### src/rtl/vector_cache_pkg.sv
// vector_cache_pkg: shared types for the vector cache SRAM path, including the
// request format used by the two-lane scheduler in front of sram_2inst.
package vector_cache_pkg;

  localparam int SRAM_ADDR_W = 10;

  // Command presented to one instance port of the sram_2inst hash group.
  typedef struct packed {
    logic [1:0]             dest_ram_id;
    logic [SRAM_ADDR_W-1:0] addr;
  } sram_inst_cmd_t;

  localparam logic SCHED_OP_RD = 1'b0;
  localparam logic SCHED_OP_WR = 1'b1;

  // One scheduler request as presented on a lane.
  typedef struct packed {
    logic           op;
    sram_inst_cmd_t cmd;
    logic [31:0]    wdata;
  } sched_req_t;

  // All-zero command that only steers the bank bit; used on idle output lanes
  // so the hash group never sees both lanes pointing at the same instance.
  function automatic sram_inst_cmd_t sched_idle_cmd(input logic bank);
    sram_inst_cmd_t c;
    c                = '0;
    c.dest_ram_id[0] = bank;
    return c;
  endfunction

endpackage

### src/rtl/sram_sched_fifo2.sv
// sram_sched_fifo2: two-entry request buffer for one scheduler lane.
// The caller gates push with not_full and pop with head_vld.
module sram_sched_fifo2
  import vector_cache_pkg::*;
#(
  parameter int DEPTH = 2
) (
  input  logic       clk,
  input  logic       rst,
  input  logic       push,
  input  sched_req_t din,
  input  logic       pop,
  output logic       head_vld,
  output sched_req_t head,
  output logic       not_full
);

  sched_req_t mem [2];
  logic       rd_ptr;
  logic       wr_ptr;
  logic [1:0] cnt;

  assign head_vld = (cnt != 2'd0);
  assign not_full = (cnt != 2'(DEPTH));
  assign head     = mem[rd_ptr];

  // Pointers and occupancy; push and pop in the same cycle leave cnt unchanged.
  always_ff @(posedge clk) begin
    if (rst) begin
      rd_ptr <= 1'b0;
      wr_ptr <= 1'b0;
      cnt    <= 2'd0;
    end else begin
      if (push) wr_ptr <= ~wr_ptr;
      if (pop)  rd_ptr <= ~rd_ptr;
      case ({push, pop})
        2'b10:   cnt <= cnt + 2'd1;
        2'b01:   cnt <= cnt - 2'd1;
        default: cnt <= cnt;
      endcase
    end
  end

  // Entry storage; contents are meaningless while cnt says the slot is empty.
  always_ff @(posedge clk) begin
    if (push) mem[wr_ptr] <= din;
  end

endmodule

### src/rtl/sram_pair_sched.sv
// sram_pair_sched: two-lane request scheduler feeding the sram_2inst hash group.
// Buffers each lane, resolves same-bank conflicts round-robin, drives registered
// read/write commands and returns read data to the originating lane.
// Optional feature: define SRAM_SCHED_CONFLICT_CNT_EN to build the saturating
// conflict counter; otherwise conflict_cnt is tied to zero.
module sram_pair_sched
  import vector_cache_pkg::*;
#(
  parameter int FIFO_DEPTH = 2,
  parameter int RD_LAT     = 1
) (
  input  logic           clk,
  input  logic           rst,
  input  logic           req_vld_a,
  output logic           req_rdy_a,
  input  sched_req_t     req_a,
  input  logic           req_vld_b,
  output logic           req_rdy_b,
  input  sched_req_t     req_b,
  output logic           read_vld_a,
  output logic           write_vld_a,
  output sram_inst_cmd_t read_cmd_a,
  output sram_inst_cmd_t write_cmd_a,
  output logic [31:0]    wr_data_a,
  input  logic [31:0]    rd_data_a,
  output logic           read_vld_b,
  output logic           write_vld_b,
  output sram_inst_cmd_t read_cmd_b,
  output sram_inst_cmd_t write_cmd_b,
  output logic [31:0]    wr_data_b,
  input  logic [31:0]    rd_data_b,
  output logic           rsp_vld_a,
  output logic [31:0]    rsp_data_a,
  output logic           rsp_vld_b,
  output logic [31:0]    rsp_data_b,
  output logic [15:0]    conflict_cnt
);

  sched_req_t     head_a_p0, head_b_p0;
  logic           hv_a_p0, hv_b_p0;
  logic           nf_a, nf_b;
  logic           bank_a_p0, bank_b_p0;
  logic           conflict_p0;
  logic           iss_a_p0, iss_b_p0;
  logic           rd_a_p0, wr_a_p0, rd_b_p0, wr_b_p0;
  sram_inst_cmd_t cmd_a_p0, cmd_b_p0;
  logic [31:0]    wdata_a_p0, wdata_b_p0;
  logic           rr_ptr;

  logic           rd_vld_a_p1, wr_vld_a_p1, rd_vld_b_p1, wr_vld_b_p1;
  sram_inst_cmd_t cmd_a_p1, cmd_b_p1;
  logic [31:0]    wdata_a_p1, wdata_b_p1;

  logic [RD_LAT-1:0] rvld_a_p2, rvld_b_p2;

  // ---- stage p0: lane buffers, ready from pre-pop occupancy ----
  assign req_rdy_a = nf_a & ~rst;
  assign req_rdy_b = nf_b & ~rst;

  sram_sched_fifo2 #(.DEPTH(FIFO_DEPTH)) u_fifo_a (
    .clk      (clk),
    .rst      (rst),
    .push     (req_vld_a & req_rdy_a),
    .din      (req_a),
    .pop      (iss_a_p0),
    .head_vld (hv_a_p0),
    .head     (head_a_p0),
    .not_full (nf_a)
  );

  sram_sched_fifo2 #(.DEPTH(FIFO_DEPTH)) u_fifo_b (
    .clk      (clk),
    .rst      (rst),
    .push     (req_vld_b & req_rdy_b),
    .din      (req_b),
    .pop      (iss_b_p0),
    .head_vld (hv_b_p0),
    .head     (head_b_p0),
    .not_full (nf_b)
  );

  // Arbitration on the lane heads and next-cycle command selection, with the
  // idle lane steered to the opposite bank of the busy one.
  always_comb begin
    bank_a_p0   = head_a_p0.cmd.dest_ram_id[0];
    bank_b_p0   = head_b_p0.cmd.dest_ram_id[0];
    conflict_p0 = hv_a_p0 && hv_b_p0 && (bank_a_p0 == bank_b_p0);
    iss_a_p0    = hv_a_p0 && (!conflict_p0 || !rr_ptr);
    iss_b_p0    = hv_b_p0 && (!conflict_p0 || rr_ptr);
    rd_a_p0     = iss_a_p0 && (head_a_p0.op == SCHED_OP_RD);
    wr_a_p0     = iss_a_p0 && (head_a_p0.op == SCHED_OP_WR);
    rd_b_p0     = iss_b_p0 && (head_b_p0.op == SCHED_OP_RD);
    wr_b_p0     = iss_b_p0 && (head_b_p0.op == SCHED_OP_WR);
    cmd_a_p0    = sched_idle_cmd(1'b1);
    cmd_b_p0    = sched_idle_cmd(1'b0);
    wdata_a_p0  = '0;
    wdata_b_p0  = '0;
    if (iss_a_p0) begin
      cmd_a_p0   = head_a_p0.cmd;
      wdata_a_p0 = head_a_p0.wdata;
      cmd_b_p0   = sched_idle_cmd(!bank_a_p0);
    end
    if (iss_b_p0) begin
      cmd_b_p0   = head_b_p0.cmd;
      wdata_b_p0 = head_b_p0.wdata;
      if (!iss_a_p0) cmd_a_p0 = sched_idle_cmd(!bank_b_p0);
    end
  end

  // Round-robin pointer: the loser of a conflict wins the next one.
  always_ff @(posedge clk) begin
    if (rst)              rr_ptr <= 1'b0;
    else if (conflict_p0) rr_ptr <= ~rr_ptr;
  end

  // ---- stage p1: registered hash-group command ports ----
  always_ff @(posedge clk) begin
    if (rst) begin
      rd_vld_a_p1 <= 1'b0;
      wr_vld_a_p1 <= 1'b0;
      rd_vld_b_p1 <= 1'b0;
      wr_vld_b_p1 <= 1'b0;
      cmd_a_p1    <= sched_idle_cmd(1'b1);
      cmd_b_p1    <= sched_idle_cmd(1'b0);
      wdata_a_p1  <= '0;
      wdata_b_p1  <= '0;
    end else begin
      rd_vld_a_p1 <= rd_a_p0;
      wr_vld_a_p1 <= wr_a_p0;
      rd_vld_b_p1 <= rd_b_p0;
      wr_vld_b_p1 <= wr_b_p0;
      cmd_a_p1    <= cmd_a_p0;
      cmd_b_p1    <= cmd_b_p0;
      wdata_a_p1  <= wdata_a_p0;
      wdata_b_p1  <= wdata_b_p0;
    end
  end

  assign read_vld_a  = rd_vld_a_p1 & ~rst;
  assign write_vld_a = wr_vld_a_p1 & ~rst;
  assign read_vld_b  = rd_vld_b_p1 & ~rst;
  assign write_vld_b = wr_vld_b_p1 & ~rst;
  assign read_cmd_a  = cmd_a_p1;
  assign write_cmd_a = cmd_a_p1;
  assign read_cmd_b  = cmd_b_p1;
  assign write_cmd_b = cmd_b_p1;
  assign wr_data_a   = wdata_a_p1;
  assign wr_data_b   = wdata_b_p1;

  // ---- stage p2: read-valid delay line matching the hash-group latency ----
  always_ff @(posedge clk) begin
    if (rst) begin
      rvld_a_p2 <= '0;
      rvld_b_p2 <= '0;
    end else begin
      rvld_a_p2[0] <= rd_vld_a_p1;
      rvld_b_p2[0] <= rd_vld_b_p1;
      for (int i = 1; i < RD_LAT; i++) begin
        rvld_a_p2[i] <= rvld_a_p2[i-1];
        rvld_b_p2[i] <= rvld_b_p2[i-1];
      end
    end
  end

  assign rsp_vld_a  = rvld_a_p2[RD_LAT-1] & ~rst;
  assign rsp_vld_b  = rvld_b_p2[RD_LAT-1] & ~rst;
  assign rsp_data_a = rd_data_a;
  assign rsp_data_b = rd_data_b;

`ifdef SRAM_SCHED_CONFLICT_CNT_EN
  logic [15:0] conflict_cnt_q;

  function automatic logic [15:0] sat_inc16(input logic [15:0] v);
    return (v == 16'hFFFF) ? v : v + 16'd1;
  endfunction

  // Saturating count of same-bank conflicts seen by the arbiter.
  always_ff @(posedge clk) begin
    if (rst)              conflict_cnt_q <= '0;
    else if (conflict_p0) conflict_cnt_q <= sat_inc16(conflict_cnt_q);
  end

  assign conflict_cnt = conflict_cnt_q;
`else
  assign conflict_cnt = '0;
`endif

endmodule

### config.mk
export PLATFORM = sky130hd
export DESIGN_NAME = sram_pair_sched
export DESIGN_NICKNAME = d
export VERILOG_FILES = /design/src/rtl/vector_cache_pkg.sv /design/src/rtl/sram_sched_fifo2.sv /design/src/rtl/sram_pair_sched.sv
export SDC_FILE = /design/constraint.sdc
export NUM_CORES = 1
export LEC_CHECK = 0
export CORE_ASPECT_RATIO = 1.2
export CORE_MARGIN = 2
export CORE_UTILIZATION = 42
export CTS_CLUSTER_DIAMETER = 100
export DETAILED_ROUTE_END_ITERATION = 10
export PLACE_DENSITY = 0.83
export REMOVE_ABC_BUFFERS = 1
export SYNTH_ARGS = -nofsm -noshare
export SYNTH_HDL_FRONTEND = slang
export SYNTH_SLANG_ARGS = --single-unit
### constraint.sdc
create_clock -name clk -period 4.5 [get_ports clk]
set_input_delay 0.9 -clock clk [delete_from_list [all_inputs] [get_ports clk]]
set_output_delay 0.9 -clock clk [all_outputs]
set_load 0.02 [all_outputs]
==> results of run 1 <==
-- through the flow --
| step | setup slack [ns] | instance area, sq um | hold WS (ns) | cells |
|---|---|---|---|---|
| 6_report | 0.9186 | 12830 | 0.4662 | 1146 |
| 5_1_grt | 0.8369 | 12830 | 0.4728 | 1146 |
| 4_1_cts | 0.9249 | 12830 | 0.4637 | 1146 |
| 3_5_place_dp | 0.9249 | 11970 | 0.4541 | 1096 |
| 3_3_place_gp | 0.9313 | 11970 | 0.4393 | 1096 |
| 2_1_floorplan | 0.8619 | 9330 | 0.4297 | 553 |
-- cell usage in the layout, fill, tap and decap left out, types with 3 or more instances in the layout --
cell type        netlist  routed
clkdlybuf4s50_1        0     213
edfxtp_1             180     180
dfxtp_1              105     103
nor2_1               100      96
mux2i_1               89      89
clkbuf_16              0      28
conb_1                 1      16
nor2b_1               10      10
buf_4                106      10
clkinv_2               0       9
inv_1                  6       6
o211ai_1               5       5
a21oi_1                5       5
nor2_4                 0       4
xnor2_1                4       4
clkbuf_1              11       4
or3_1                  3       3
o21ai_0                3       3
-- registers in the layout (all words and copies together) (netlist names), 2 cells and up, named ones only --
| name | count |
|---|---|
| u_fifo_b.mem | 90 |
| u_fifo_a.mem | 90 |
| wr_data_b | 32 |
| read_cmd_a | 12 |
| u_fifo_b.cnt | 2 |
| u_fifo_a.cnt | 2 |
| read_cmd_b | 12 |
| wr_data_a | 32 |
-- synth_stat cells (2+ instances only) --
master / instances / area [sq um]
inv_2: 2 / 7.510
mux2i_4: 2 / 45.04
xor2_1: 2 / 17.52
buf_4: 106 / 795.8
inv_1: 6 / 22.52
buf_2: 5 / 25.02
nor2_1: 100 / 375.4
or3_1: 3 / 18.77
o311ai_0: 2 / 17.52
ha_1: 2 / 25.02
buf_6: 4 / 45.04
nor3_1: 2 / 10.01
mux2i_1: 89 / 890.9
xnor2_1: 4 / 35.03
o21ai_0: 3 / 15.01
clkbuf_1: 11 / 41.29
edfxtp_1: 180 / 5405
o21a_1: 2 / 15.01
dfxtp_1: 105 / 2102
nor2b_1: 10 / 62.56
o211ai_1: 5 / 37.54
a21oi_1: 5 / 25.02
-- worst register-to-register path, stage by stage, from the launching register on --
cell and delay, ns:
dfxtp_1 0.45, or2_1 0.36, o21ai_1 0.23, nor2_1 0.17, a21oi_1 0.09, ha_1 0.36
or3_1 0.38, a21oi_1 0.13
-- power groups by stage --
stage                     clock network, W  registers, W  logic, W
final                              0.00216       0.00329   0.00173
after global routing               0.00234       0.00333   0.00186
after CTS                          0.00222       0.00330   0.00176
after detailed placement                 0       0.00335   0.00175
after global placement                   0       0.00333   0.00171
after floorplan                          0       0.00373  0.000586
-- path summary, 6_finish.rpt --
path,from,to,slack (ns),cells past startpoint
max,rst,write_vld_b,0.92,4
min,rd_vld_a_p1$_SDFF_PP0_,rvld_a_p2$_SDFF_PP0_,0.47,1
max reg2reg,u_fifo_a.cnt[0]$_SDFFE_PP0P_,u_fifo_b.cnt[1]$_SDFFE_PP0P_,2.25,7
min reg2reg,rd_vld_a_p1$_SDFF_PP0_,rvld_a_p2$_SDFF_PP0_,0.47,1
-- cells by family (layout without fill, tap and decap cells) --
kind of cell | count (synthesis) | after routing | synth area share, %
buf+inv | 134 | 281 | 9.205
flops | 285 | 285 | 73.74
fa+ha+maj | 2 | 2 | 0.2458
other cells | 1 | 16 | 0.03683
compound gates | 25 | 25 | 1.991
mux | 91 | 91 | 9.193
simple gates | 119 | 119 | 4.805
xor+xnor | 7 | 7 | 0.7866
-- per-layer routing --
metal  share of wire, %  wire length, um  GRT usage (%)
met5               0.61              140          4.808
met4                1.5              340          3.681
met1                 39             8978          21.73
met2                 44            10030          26.81
met3                 15             3354          10.55
-- final cells by class --
type | count | area [sq um] | share of cell area (%)
sequential | 285 | 7510 | 58.54
clock inverter | 16 | 115.1 | 0.8973
clock buffer | 34 | 743.2 | 5.793
tap | 320 | 400.4 | 3.121
inverter | 8 | 30.03 | 0.2341
timing repair buffer | 223 | 2207 | 17.20
multi-input combinational | 260 | 1823 | 14.21
==> results.md, run 1 <==
* Outcome: finished, final reports clean
* Clk slew on worst S/H paths at 0.06 ns
* Most used DFF post-synth: edfxtp_1
* Switching Power at 0.002013 W
* Maximum VDD drop at 0.2901 mV
* Detail Route Antenna Nets at 0
* Max-Cap Viols at 0
* Setup TNS Final at 0 ns
* Slew headroom at 48.67%
* Diode count at 0
* Vias in the first global route at 5746
* Routed WL per cell at 19.93 um
* Critical Path End Type: primary output
* Clock power share at 30.1%
* Cell Int Power at 0.005172 W
* Post-CTS sizing at 0
* Die Footprint at 25510 sq um
* Final Hold Vio Count at 0
* Async SR Flop Fraction at 0%
* Util after Layout at 53.69%
* Worst-Skew Late Latency at 0.52 ns
* Root buffer cell: clkbuf_16
* DR pass1 iterations at 5
* Critical Path Fanout Max at 13
* Longest Clk Path Bufs at 3
* Area Growth Syn to Fin at 26.01%
* Post-layout min period at 3.581 ns
* Cts bufs inserted at 27
* Clk sink count at 285
* Synth Warn # at 0
* Final setup viols at 0
* DIE WIDTH at 146.1 um
* Fillers at 1948
* Total Wirelength at 22850 um
* Avg Cell Area, Syn at 15.33 sq um
* RSZ-0062 raised after global routing: false
* CP Cell Sequence: clkdlybuf4s50_1, buf_4, nor2b_1, clkdlybuf4s50_1
* Worst path max stage delay at 0.67 ns
* Crit path buffers/inverters at 3
* Detailed Route Iter0 Violations at 195
* Number of port buffers at 213
* Critical Path Start Type: input port
* # H-tree levels at 1
* Initial core utilization at 42.61%
* Core ar. at 23890 sq um
* Worst EP required at 3.60 ns
* Post-synthesis sequential area ratio at 73.74%
* Cell Area, Synth at 10180 sq um
* Netlist cell types at 36
* Post-synth EDFFs at 180
* First-pass GRT wire length at 34310 um
* Most frequent CP cell: clkdlybuf4s50_1
* Post-DP HPWL at 15740 um
* Row count at 62
* Flops & latches, synth at 285
* Fin crit share at 79.59%
* Worst Setup Path Type: in2out
* Comb power frac at 24.1%
* Global placer's final weighted congestion at 0.7451
* Top cell family by delay on the critical path: buffers and inverters
* DRC at 0
* Tot Pwr at 0.007185 W
* Switching share of power at 28.02%
* Post-CTS setup buffers at 0
* Total I/O pin count at 358
* Largest net degree at the start of global routing at 46
* Max frequency at 0.2792 GHz
* Clock Skew at 0.008733 ns
* Hold Buf Count CTS at 0
* Power Dens Cells at 560.1 nW/um^2
* Initial antenna violation count at 0
* Via density per instance at 4.775
* Slew Limit Fails at 0
* Cells after Synth at 664
* Nets at 965
* Tot GR Track Use at 17.75%
* GRT overflow at 0
* CTS tree: built
* Critical Path AT at 2.68 ns
* Sequential Power Share at 45.8%
* Min-Delay Path Class: reg2reg
* Leakage at 4.443 nW
* Die height at 174.6 um
* Measured slew at the worst slew-check pin at 0.7699 ns
* Share of layout cells above drive strength 1 at 8.111%
* Crit-path slowest cell: clkdlybuf4s50_1
* Vias at 5472
Power figures use the tool's default switching activity.
==> run 2, diff against run 1 <==
==> constraint.sdc (replaced) <==
create_clock -name clk -period 3.7 [get_ports clk]
set_input_delay 0.74 -clock clk [delete_from_list [all_inputs] [get_ports clk]]
set_output_delay 0.74 -clock clk [all_outputs]
set_load 0.02 [all_outputs]
==> results.md, run 2 (synthesized netlist as in run 1, its figures left out) <==
* Outcome: finished, final reports clean (unchanged)
* Core ar. at 23890 sq um (unchanged)
* Total Wirelength at 22880 um (was 22850 um)
* Fin crit share at 85.24%
* Leakage at 4.492 nW (was 4.443 nW)
* Max frequency at 0.3171 GHz
* Final setup viols at 0 (unchanged)
* Final Hold Vio Count at 0 (unchanged)
* Max-Cap Viols at 0 (unchanged)
* Worst EP required at 2.96 ns (was 3.60 ns)
* GRT overflow at 0 (unchanged)
* Cts bufs inserted at 28 (was 27)
* Initial core utilization at 42.61% (unchanged)
* R2R depth at 7 (unchanged)
* RSZ-0062 raised after global routing: false (unchanged)
* Tot GR Track Use at 17.64% (was 17.75%)
* Post-CTS sizing at 0 (unchanged)
* DIE WIDTH at 146.1 um (unchanged)
* Maximum VDD drop at 0.5448 mV (was 0.2901 mV)
* Reg2Reg Setup Slack at 1.42 ns (was 2.25 ns)
* Critical Path AT at 2.41 ns (was 2.68 ns)
* First-pass GRT wire length at 33930 um (was 34310 um)
* Post-layout min period at 3.154 ns
* Clk slew on worst S/H paths at 0.06 ns (about the same)
* Hold Path Sink: rvld_a_p2$_SDFF_PP0_ (unchanged)
* Most frequent CP cell: clkdlybuf4s50_1 (unchanged)
* Clk sink count at 285 (unchanged)
* Design area at 12950 sq um (was 12830 sq um)
* Root buffer cell: clkbuf_16 (unchanged)
* Worst-Skew Late Latency at 0.53 ns (was 0.52 ns)
* CP Cell Sequence: clkdlybuf4s50_1, inv_2, o21a_1, clkdlybuf4s50_1 (was clkdlybuf4s50_1, buf_4, nor2b_1, clkdlybuf4s50_1)
* Row count at 62 (unchanged)
* Vias at 5457 (was 5472)
* Register area at 7510 sq um (unchanged)
* Vias in the first global route at 5576 (was 5746)
* DRC at 0 (unchanged)
* Slew headroom at 47.49% (was 48.67%)
* Nets at 965 (unchanged)
* Critical Path End Type: primary output (unchanged)
* Hold Buf Count CTS at 0 (unchanged)
* CTS tree: built (unchanged)
* # H-tree levels at 1 (unchanged)
* Post-CTS setup buffers at 0 (unchanged)
* Detail Route Antenna Nets at 0 (unchanged)
* Number of port buffers at 213 (unchanged)
* Share of layout cells above drive strength 1 at 8.464% (was 8.111%)
* Final hold slack at 0.4580 ns (was 0.4662 ns)
* Hold wc startpoint: rd_vld_a_p1$_SDFF_PP0_ (unchanged)
* Tot Pwr at 0.009075 W (was 0.007185 W)
* Critical Path Fanout Max at 10 (was 13)
* Regs by FF count: u_fifo_a.mem: 90 flops, u_fifo_b.mem: 90 flops (unchanged)
* Top cell family by delay on the critical path: buffers and inverters (unchanged)
* Fillers at 1942 (was 1948)
* Detailed Route Iter0 Violations at 234 (was 195)
* Crit Reg-Reg Startpoint: u_fifo_a.cnt[0]$_SDFFE_PP0P_ (unchanged)
* Crit-path slowest cell: clkdlybuf4s50_1 (unchanged)
* Post-DP Area at 11960 sq um (was 11970 sq um)
* RR Endpoint: u_fifo_a.cnt[1]$_SDFFE_PP0P_ (was u_fifo_b.cnt[1]$_SDFFE_PP0P_)
* Crit path buffers/inverters at 3 (unchanged)
* Hold path depth at 1 (unchanged)
* Post-DP HPWL at 15400 um (was 15740 um)
* Measured slew at the worst slew-check pin at 0.7877 ns (was 0.7699 ns)
* Min-Delay Path Class: reg2reg (unchanged)
* DR pass1 iterations at 4 (was 5)
* Clock Skew at 0.01230 ns (was 0.008733 ns)
* Setup TNS Final at 0 ns (unchanged)
* Initial antenna violation count at 0 (unchanged)
* Longest Clk Path Bufs at 3 (unchanged)
* Die Footprint at 25510 sq um (unchanged)
* Power Dens Cells at 700.6 nW/um^2 (was 560.1 nW/um^2)
* Area Growth Syn to Fin at 27.22% (was 26.01%)
* Global placer's final weighted congestion at 0.7384 (was 0.7451)
* Critical Path Start Type: input port (unchanged)
* Largest net degree at the start of global routing at 46 (unchanged)
* Diode count at 0 (unchanged)
* Commonest non-fill, non-tap cells in the layout: clkdlybuf4s50_1 (213), edfxtp_1 (180), dfxtp_1 (103) (unchanged)
* Worst path max stage delay at 0.65 ns (was 0.67 ns)
* Slew Limit Fails at 0 (unchanged)
* Total I/O pin count at 358 (unchanged)
* Routed WL per cell at 19.95 um (was 19.93 um)
* Worst Setup Path Type: in2out (unchanged)
* Via density per instance at 4.758 (was 4.775)
* Die height at 174.6 um (unchanged)
* Most common cell after layout, fill and taps aside: clkdlybuf4s50_1 (unchanged)
* Critical Path Stages at 4 (unchanged)
* Area of the multi-input gates at 1823 sq um (unchanged)
-- run 2: cell count changes in the layout (fill, tap and decap cells not counted), sizes merged --
cell | previous run | this run
buf | 10 | 9
clkinv | 11 | 7
clkbuf | 34 | 36
clkinvlp | 2 | 3
bufinv | 1 | 4
-- run 2: worst max-delay path by stage --
stage	from	to	slack (ns)
floorplan	flip-flop	read_cmd_a[0]$_SDFF_PP0_	0.06
global placement	rst	req_rdy_b	0.56
detailed placement	rst	req_rdy_b	0.55
CTS	rst	req_rdy_b	0.55
global route	rst	req_rdy_b	0.50
finish	rst	req_rdy_b	0.55
-- run 2: power breakdown --
part | internal (W) | leakage, nW | switching [W] | total [W]
sequential | 0.00382 | 2.51 | 0.000179 | 0.00400
clock | 0.00180 | 0.481 | 0.00116 | 0.00296
combinational | 0.000968 | 1.50 | 0.00115 | 0.00211
total | 0.00659 | 4.49 | 0.00249 | 0.00907
-- run 2: final cells by class --
type | instances | area share (%)
Tap cell | 320 | 3.091
Multi-Input combinational cell | 260 | 14.07
Timing Repair Buffer | 222 | 16.98
Clock inverter | 16 | 1.526
Clock buffer | 36 | 6.115
Inverter | 8 | 0.2318
Sequential cell | 285 | 57.98
-- run 2: metal layers --
metal	wire length (um)	GRT usage [%]	vias to the layer above
li1	-	-	2492
met1	9070	21.47	2605
met2	9759	25.77	321
met3	3524	11.65	35
met4	386	3.883	4
met5	136	5.192	-
-- run 2: stage by stage --
stage               setup slack [ns]  cells  utilization (%)
CTS                           0.5516   1147            54.21
floorplan                    0.06188    553                -
finish                        0.5462   1147            54.21
detailed placement            0.5516   1095            50.07
global placement              0.5602   1095            50.07
global route                  0.4964   1147            54.21
==> run 3, diff against run 2 <==
--- a/config.mk
+++ b/config.mk
@@ -5,6 +5,7 @@
 export SDC_FILE = /design/constraint.sdc
 export NUM_CORES = 1
 export LEC_CHECK = 0
+export ABC_AREA = 1
 export CORE_ASPECT_RATIO = 1.2
 export CORE_MARGIN = 2
 export CORE_UTILIZATION = 42
==> results.md, run 3 <==
* Outcome: finished, final reports clean (unchanged)
* Area of the multi-input gates at 1774 sq um (was 1823 sq um)
* Final setup viols at 0 (unchanged)
* Root buffer cell: clkbuf_16 (unchanged)
* Post-synth EDFFs at 180 (unchanged)
* Max-Cap Viols at 0 (unchanged)
* RSZ-0062 raised after global routing: false (unchanged)
* Top-area cell type share of the netlist area at 52.84% (was 53.09%)
* Worst-Skew Late Latency at 0.53 ns (about the same)
* CTS tree: built (unchanged)
* Slew headroom at 49.86% (was 47.49%)
* Tot GR Track Use at 17.22% (was 17.64%)
* Total I/O pin count at 358 (unchanged)
* Register area at 7510 sq um (unchanged)
* Util after Layout at 54.25% (was 54.21%)
* Final Hold Vio Count at 0 (unchanged)
* Fin crit share at 84.30% (was 85.24%)
* Worst Setup Path Type: in2out (unchanged)
* Critical Path End Type: primary output (unchanged)
* GRT overflow at 0 (unchanged)
* Commonest non-fill, non-tap cells in the layout: clkdlybuf4s50_1 (213), edfxtp_1 (180), dfxtp_1 (103) (unchanged)
* Count leader, synth: edfxtp_1 (unchanged)
* Share of layout cells above drive strength 1 at 13.09% (was 8.464%)
* Fillers at 1853 (was 1942)
* Number of port buffers at 213 (unchanged)
* Maximum VDD drop at 0.3898 mV (was 0.5448 mV)
* Via density per instance at 4.679 (was 4.758)
* Diode count at 0 (unchanged)
* Final worst slack at 0.5810 ns (was 0.5462 ns)
* DIE WIDTH at 146.5 um (was 146.1 um)
* Worst EP required at 2.96 ns (about the same)
* Row count at 62 (unchanged)
* Min-Delay Path Class: reg2reg (unchanged)
* Vias at 5680 (was 5457)
* Non-Filler Instances at 1214 (was 1147)
* Detail Route Antenna Nets at 0 (unchanged)
* Setup crit start: rst (unchanged)
* DR pass1 iterations at 4 (unchanged)
* Post-CTS sizing at 0 (unchanged)
* Critical Path Start Type: input port (unchanged)
* Post-DP HPWL at 15580 um (was 15400 um)
* Critical Path Fanout Max at 14 (was 10)
* Initial core utilization at 42.68% (was 42.61%)
* Cts bufs inserted at 28 (unchanged)
* Routed WL per cell at 18.82 um (was 19.95 um)
* First-pass GRT wire length at 33120 um (was 33930 um)
* Pre-CTS setup slack at 0.5903 ns (was 0.5516 ns)
* Leakage at 4.613 nW (was 4.492 nW)
* Most used DFF post-synth: edfxtp_1 (unchanged)
* Die Footprint at 25630 sq um (was 25510 sq um)
* Netlist cell types at 29 (was 36)
* DRC at 0 (unchanged)
* Cell Area, Synth at 10230 sq um (was 10180 sq um)
* Top post-synthesis cells by area: edfxtp_1 (53%), dfxtp_1 (21%), buf_4 (7.7%), mux2i_1 (4.2%), nand2_1 (3.7%) (was edfxtp_1 (53%), dfxtp_1 (21%), mux2i_1 (8.8%), buf_4 (7.8%), nor2_1 (3.7%))
* Core ar. at 23970 sq um (was 23890 sq um)
* Initial antenna violation count at 1 (was 0)
* Flops & latches, synth at 285 (unchanged)
* Max frequency at 0.3206 GHz (was 0.3171 GHz)
* Detailed Route Iter0 Violations at 275 (was 234)
* Vias in the first global route at 5640 (was 5576)
* Clk slew on worst S/H paths at 0.06 ns (about the same)
* Longest Clk Path Bufs at 3 (unchanged)
* Post-DP Area at 12040 sq um (was 11960 sq um)
* Area Growth Syn to Fin at 27.12% (was 27.22%)
* Clock Skew at 0.01308 ns (was 0.01230 ns)
* Largest net degree at the start of global routing at 46 (unchanged)
* Most common cell after layout, fill and taps aside: clkdlybuf4s50_1 (unchanged)
* Clk sink count at 285 (unchanged)
* Hold Buf Count CTS at 0 (unchanged)
* Post-layout min period at 3.119 ns (was 3.154 ns)
* Cells after Synth at 733 (was 664)
* Synth cell count leaders: edfxtp_1 (180), buf_4 (105), dfxtp_1 (105) (was edfxtp_1 (180), buf_4 (106), dfxtp_1 (105))
* Total Wirelength at 22850 um (was 22880 um)
* Avg Cell Area, Syn at 13.96 sq um (was 15.33 sq um)
* Measured slew at the worst slew-check pin at 0.7520 ns (was 0.7877 ns)
* Placed Instances at 1162 (was 1095)
* Regs by FF count: u_fifo_a.mem: 90 flops, u_fifo_b.mem: 90 flops (unchanged)
* Post-synthesis sequential area ratio at 73.39% (was 73.74%)
* Hold wc startpoint: rd_vld_a_p1$_SDFF_PP0_ (unchanged)
* Largest area contributor in the netlist: edfxtp_1 (unchanged)
* Power Dens Cells at 703.3 nW/um^2 (was 700.6 nW/um^2)
* Global placer's final weighted congestion at 0.7079 (was 0.7384)
* Critical Path AT at 2.38 ns (was 2.41 ns)
* Die height at 175.0 um (was 174.6 um)
* Async SR Flop Fraction at 0% (unchanged)
* Nets at 1032 (was 965)
* Design area at 13000 sq um (was 12950 sq um)
* # H-tree levels at 1 (unchanged)
* Post-CTS setup buffers at 0 (unchanged)
* Slew Limit Fails at 0 (unchanged)
* Synth Warn # at 0 (unchanged)
-- run 3: cell types whose count changed after synthesis, sizes merged, moves of 7 or more --
| cell | change |
|---|---|
| o21ai | +7 |
| nor2 | -35 |
| nand2 | +106 |
| inv | +15 |
| a21oi | +48 |
| mux2i | -48 |
| nor2b | -10 |
-- run 3: where the power goes --
group	internal (W)	switching [W]	leakage, nW
Clock	0.00173	0.00116	0.466
Sequential	0.00380	0.000163	2.51
Combinational	0.000944	0.00135	1.64
-- run 3: critical path: stages --
cell,delay [ns]
clkdlybuf4s50_1,0.68
a21oi_1,0.31
clkdlybuf4s50_1,0.65
-- run 3: metrics by stage --
stage | hold slack [ns] | total power [W] | TNS (ns)
after CTS | 0.4539 | 0.009253 | 0
after detailed placement | 0.4426 | 0.006348 | 0
after global placement | 0.4257 | 0.006282 | 0
after global routing | 0.4642 | 0.009553 | 0
final | 0.4528 | 0.009145 | 0
after floorplan | 0.4104 | 0.005340 | -0.9916
-- run 3: worst paths after layout --
path / to / slack, ns / cells after the start
worst max-delay path: req_rdy_b / 0.58 / 3
worst min-delay path: rvld_a_p2$_SDFF_PP0_ / 0.45 / 2
worst max register to register: u_fifo_b.cnt[1]$_SDFFE_PP0P_ / 1.31 / 13
worst min register to register: rvld_a_p2$_SDFF_PP0_ / 0.45 / 2
-- run 3: final cells by class --
class / count / area share (%)
flip-flops and latches: 285 / 57.75
clock buffers: 36 / 6.091
well taps: 320 / 3.079
inverters: 24 / 0.7120
multi-input cells: 311 / 13.64
clock inverters: 16 / 1.328
repair buffers: 222 / 17.40
-- run 3: logic make-up after synthesis --
| group | count (synthesis) | synth area share [%] |
|---|---|---|
| other | 1 | 0.03666 |
| XOR/XNOR | 2 | 0.1713 |
| adder cells (fa/ha/maj) | 2 | 0.2446 |
| AND/OR/NAND/NOR | 183 | 7.852 |
| buffers and inverters | 152 | 10.12 |
| AO/OA/AOI/OAI | 65 | 3.987 |
| multiplexers | 43 | 4.207 |
| flip-flops | 285 | 73.39 |
-- run 3: layer usage --
| metal | GRT usage (%) | wire length (um) |
|---|---|---|
| met3 | 13.39 | 3852 |
| met5 | 5.385 | 208 |
| met2 | 25.43 | 9870 |
| met1 | 19.30 | 8541 |
| met4 | 3.843 | 378 |
==> RTL edit 1, RTL diff (settings of run 3) <==
Build with the macro `SRAM_SCHED_CONFLICT_CNT_EN` defined.
--- a/src/rtl/sram_pair_sched.sv
+++ b/src/rtl/sram_pair_sched.sv
@@ -4,4 +4,6 @@
 // Optional feature: define SRAM_SCHED_CONFLICT_CNT_EN to build the saturating
 // conflict counter; otherwise conflict_cnt is tied to zero.
+`define SRAM_SCHED_CONFLICT_CNT_EN
+
 module sram_pair_sched
   import vector_cache_pkg::*;
Function: changed (a bounded check fails within 4 cycles, from zero or initial values and one cycle with rst high).
==> RTL edit 1 against run 3 <==
- worst setup slack lost 0.059 ns
- hold slack better by 0.0091 ns
- clock skew increased by 0.013 ns
- sequential cell count up 16
- cell area up 9.1%
- maximum frequency shrank 1.9%
- synthesized area rose by 8.5%
- sequential share of layout area down 2.6 points
- routed wire length increased by 24%
- via count up 23%
- power increased by 11%
- final cell count rose by 16%
==> RTL edit 1: results <==
[outcome]
outcome = completed

[worst_setup_path]
path_max_fanout = 13
r2r_cells = 8

[drt]
viasPerCell = 4.974
drt_iter0_drc = 439
wl_met1_um = 10900
wl_per_cell_um = 20.14
met3_length_um = 3939
routed_wl_um = 28360

[grt]
gr-usage-met1 = 0.2295
grt_use_met3 = 0.1206
grt_use_total = 0.1974
grt_pass1_wl_um = 41510

[power_and_ir_drop]
seq_power_share = 0.417
ir_drop_v = 0.0004496
p_switching_mw = 3.142
p_leak_nw = 4.989

[cells_and_area]
n_fill_cell = 2113
drive_above_1_share = 0.1402

[sta]
fin_skew_ns = 0.02650
relSlewSlack = 0.5367

[synthesis]
synth_cell_types = 30
synthTopCellsByArea = edfxtp_1 (49%), dfxtp_1 (22%), nand2_1 (7.4%)
synth_common_cells = nand2_1 (220), edfxtp_1 (180), dfxtp_1 (121)
syn_inst = 895

[clock_network]
clkLatencyLatePin_ns = 0.55
cts_buffers = 29

[placed_design]
port_buffers = 229
[RTL edit 1: cell types whose count changed after synthesis, sizes merged, moves of 3 or more]
cell and delta:
nor3 +3, buf -18, dfxtp +16, a21oi +48, xnor2 +4, nand2 +116
mux2i -32, xor2 +5, clkbuf +9, nand3 +7, nor2 -3, inv +7
[RTL edit 1: cell families after synthesis]
family          Yosys count  synth area share
buf+inv                 149           0.08692
compound gates          111           0.07441
fa+ha+maj                 3          0.003383
flops                   301            0.7053
simple gates            309            0.1114
xor+xnor                 11          0.008681
mux                      11          0.009921
[RTL edit 1: worst min-delay path, stage by stage, from the launching register on]
cell and delay [ns]:
dfxtp_1 0.30, inv_1 0.08, nor2_1 0.04
[RTL edit 1: final timing paths]
path	from	endpoint	slack, ns
worst max-delay path	rst	rsp_vld_a	0.52
worst min-delay path	rd_vld_a_p1	rvld_a_p2	0.46
worst max register to register	u_fifo_a.cnt[1]	wr_vld_b_p1	1.54
worst min register to register	rd_vld_a_p1	rvld_a_p2	0.46
[RTL edit 1: stage by stage]
stage / worst slack [ns] / total power, mW / utilization / hold slack, ns / setup TNS (ns)
3_5_place_dp: 0.5322 / 7.039 / 0.5029 / 0.4649 / 0
2_1_floorplan: -0.006567 / 5.778 / - / 0.4104 / -1.087
5_1_grt: 0.4662 / 10.60 / 0.5434 / 0.4950 / 0
3_3_place_gp: 0.5199 / 6.955 / 0.5029 / 0.4546 / 0
4_1_cts: 0.5215 / 10.23 / 0.5434 / 0.4681 / 0
6_report: 0.5219 / 10.12 / 0.5436 / 0.4619 / 0
[RTL edit 1: final cells by class]
type,count,area share
inverter,30,0.007934
timing repair buffer,241,0.1714
antenna,3,0.0005290
multi-input combinational,445,0.1646
clock inverter,13,0.01234
clock buffer,40,0.06198
tap,335,0.02953
sequential,301,0.5517
==> RTL edit 2, RTL diff (config.mk and constraints of run 3) <==
Made on the original files. `wdata_a_p1` no longer has a reset.
--- a/src/rtl/sram_pair_sched.sv
+++ b/src/rtl/sram_pair_sched.sv
@@ -123,5 +123,4 @@
       cmd_a_p1    <= sched_idle_cmd(1'b1);
       cmd_b_p1    <= sched_idle_cmd(1'b0);
-      wdata_a_p1  <= '0;
       wdata_b_p1  <= '0;
     end else begin
@@ -132,7 +131,10 @@
       cmd_a_p1    <= cmd_a_p0;
       cmd_b_p1    <= cmd_b_p0;
-      wdata_a_p1  <= wdata_a_p0;
       wdata_b_p1  <= wdata_b_p0;
     end
+  end
+
+  always_ff @(posedge clk) begin
+    wdata_a_p1 <= wdata_a_p0;
   end
 
Behaviour: differs if rst is asserted again (counterexample within 4 cycles, from zero or initial values and one cycle with rst high); with rst held inactive, the same outputs for 4 cycles.
==> RTL edit 2 against run 3 <==
- combinational power rose by 17%
- power rose by 4.5%
- cell area fell by 0.20%
- synthesized area barely moved
- critical path depth did not move
- die area barely moved
- clock skew fell by 0.0061 ns
- sequential share of layout area rose by 0.12 points
- non-clock buffer count did not move
- routed wire length rose by 9.8%
- worst setup slack improved by 0.12 ns
- sequential cell count did not move
- largest cell class unchanged
- highest routed layer unchanged
==> RTL edit 2: results <==
[worst_setup_path]
reg2reg_slack_ns = 0.98
worstSetupEndpoint = req_rdy_a
reg2reg_to = u_fifo_a.cnt[1]
cpPeakStageDelay_ns = 0.63
path_max_fanout = 13
slowest_stage = clkdlybuf4s50_1
cp_data_arrival_time_ns = 2.26

[placed_design]
placed_cell_area_mm2 = 0.01204
place_ws_ns = 0.6881
finalWeightedCongestion = 0.7593
dp_cells = 1204

[sta]
relSlewSlack = 0.4843
fin_skew_ns = 0.006961
layout_setup_ws_ns = 0.7011
hold-worst-slack_ns = 0.4294

[grt]
grt_pass1_wl_um = 36660
antenna_found_initial = 4
grt_max_degree = 47
gr-usage-met1 = 0.2123
grt_use_total = 0.1919
grt_use_met3 = 0.1441
grtUsageMet2 = 0.2791

[drt]
met3_length_um = 4204
wl_met1_um = 9028
drtPass1Iterations = 5
viasPerCell = 4.702
routed_wl_um = 25100
routed-wl-met2_um = 10940
vias = 5915
drt_iter0_drc = 337

[synthesis]
synth_common_cells = edfxtp_1 (180), nand2_1 (171), buf_4 (105), dfxtp_1 (105), a21oi_1 (46)
syn_inst = 778
synth_mux_area_frac = 0.01076
synth_compound_area_frac = 0.05977
synth-xor-area-share = 0
synth.yosys.seq_area_share = 0.7333
synthAdderAreaFrac = 0.002444
synthTopCellsByArea = edfxtp_1 (53%), dfxtp_1 (21%), buf_4 (7.7%)
synth_cell_types = 23

[power_and_ir_drop]
p_leak_nw = 4.650
ir_drop_v = 0.0004001
p_int_mw = 6.565

[cells_and_area]
drive_above_1_share = 0.1337
reg_top3 = u_fifo_a.mem x90, u_fifo_b.mem x90
n_fill_cell = 1931
fin_nets = 1074

[clock_network]
clk_path_buf_depth = 3
cts_buffers = 28

[outcome]
outcome = completed

[min_path]
hold_end = rvld_b_p2
hp-start = rd_vld_b_p1
## RTL edit 2: layout make-up
| class | count | area, µm² | area share |
|---|---|---|---|
| diodes | 3 | 7.507 | 0.0005785 |
| clock buffers | 38 | 799.5 | 0.06161 |
| clock inverters | 13 | 130.1 | 0.01003 |
| inverters | 26 | 97.59 | 0.007520 |
| multi-input cells | 351 | 1783 | 0.1374 |
| flip-flops and latches | 285 | 7510 | 0.5787 |
| well taps | 320 | 400.4 | 0.03085 |
| repair buffers | 222 | 2250 | 0.1734 |
## RTL edit 2: power by group through the flow
stage / sequential [mW] / combinational, mW / clock, mW
global placement: 4.14 / 2.64 / 0
finish: 4.08 / 2.68 / 2.80
CTS: 4.08 / 2.72 / 2.87
global route: 4.12 / 2.91 / 2.99
detailed placement: 4.14 / 2.71 / 0
floorplan: 4.62 / 0.954 / 0
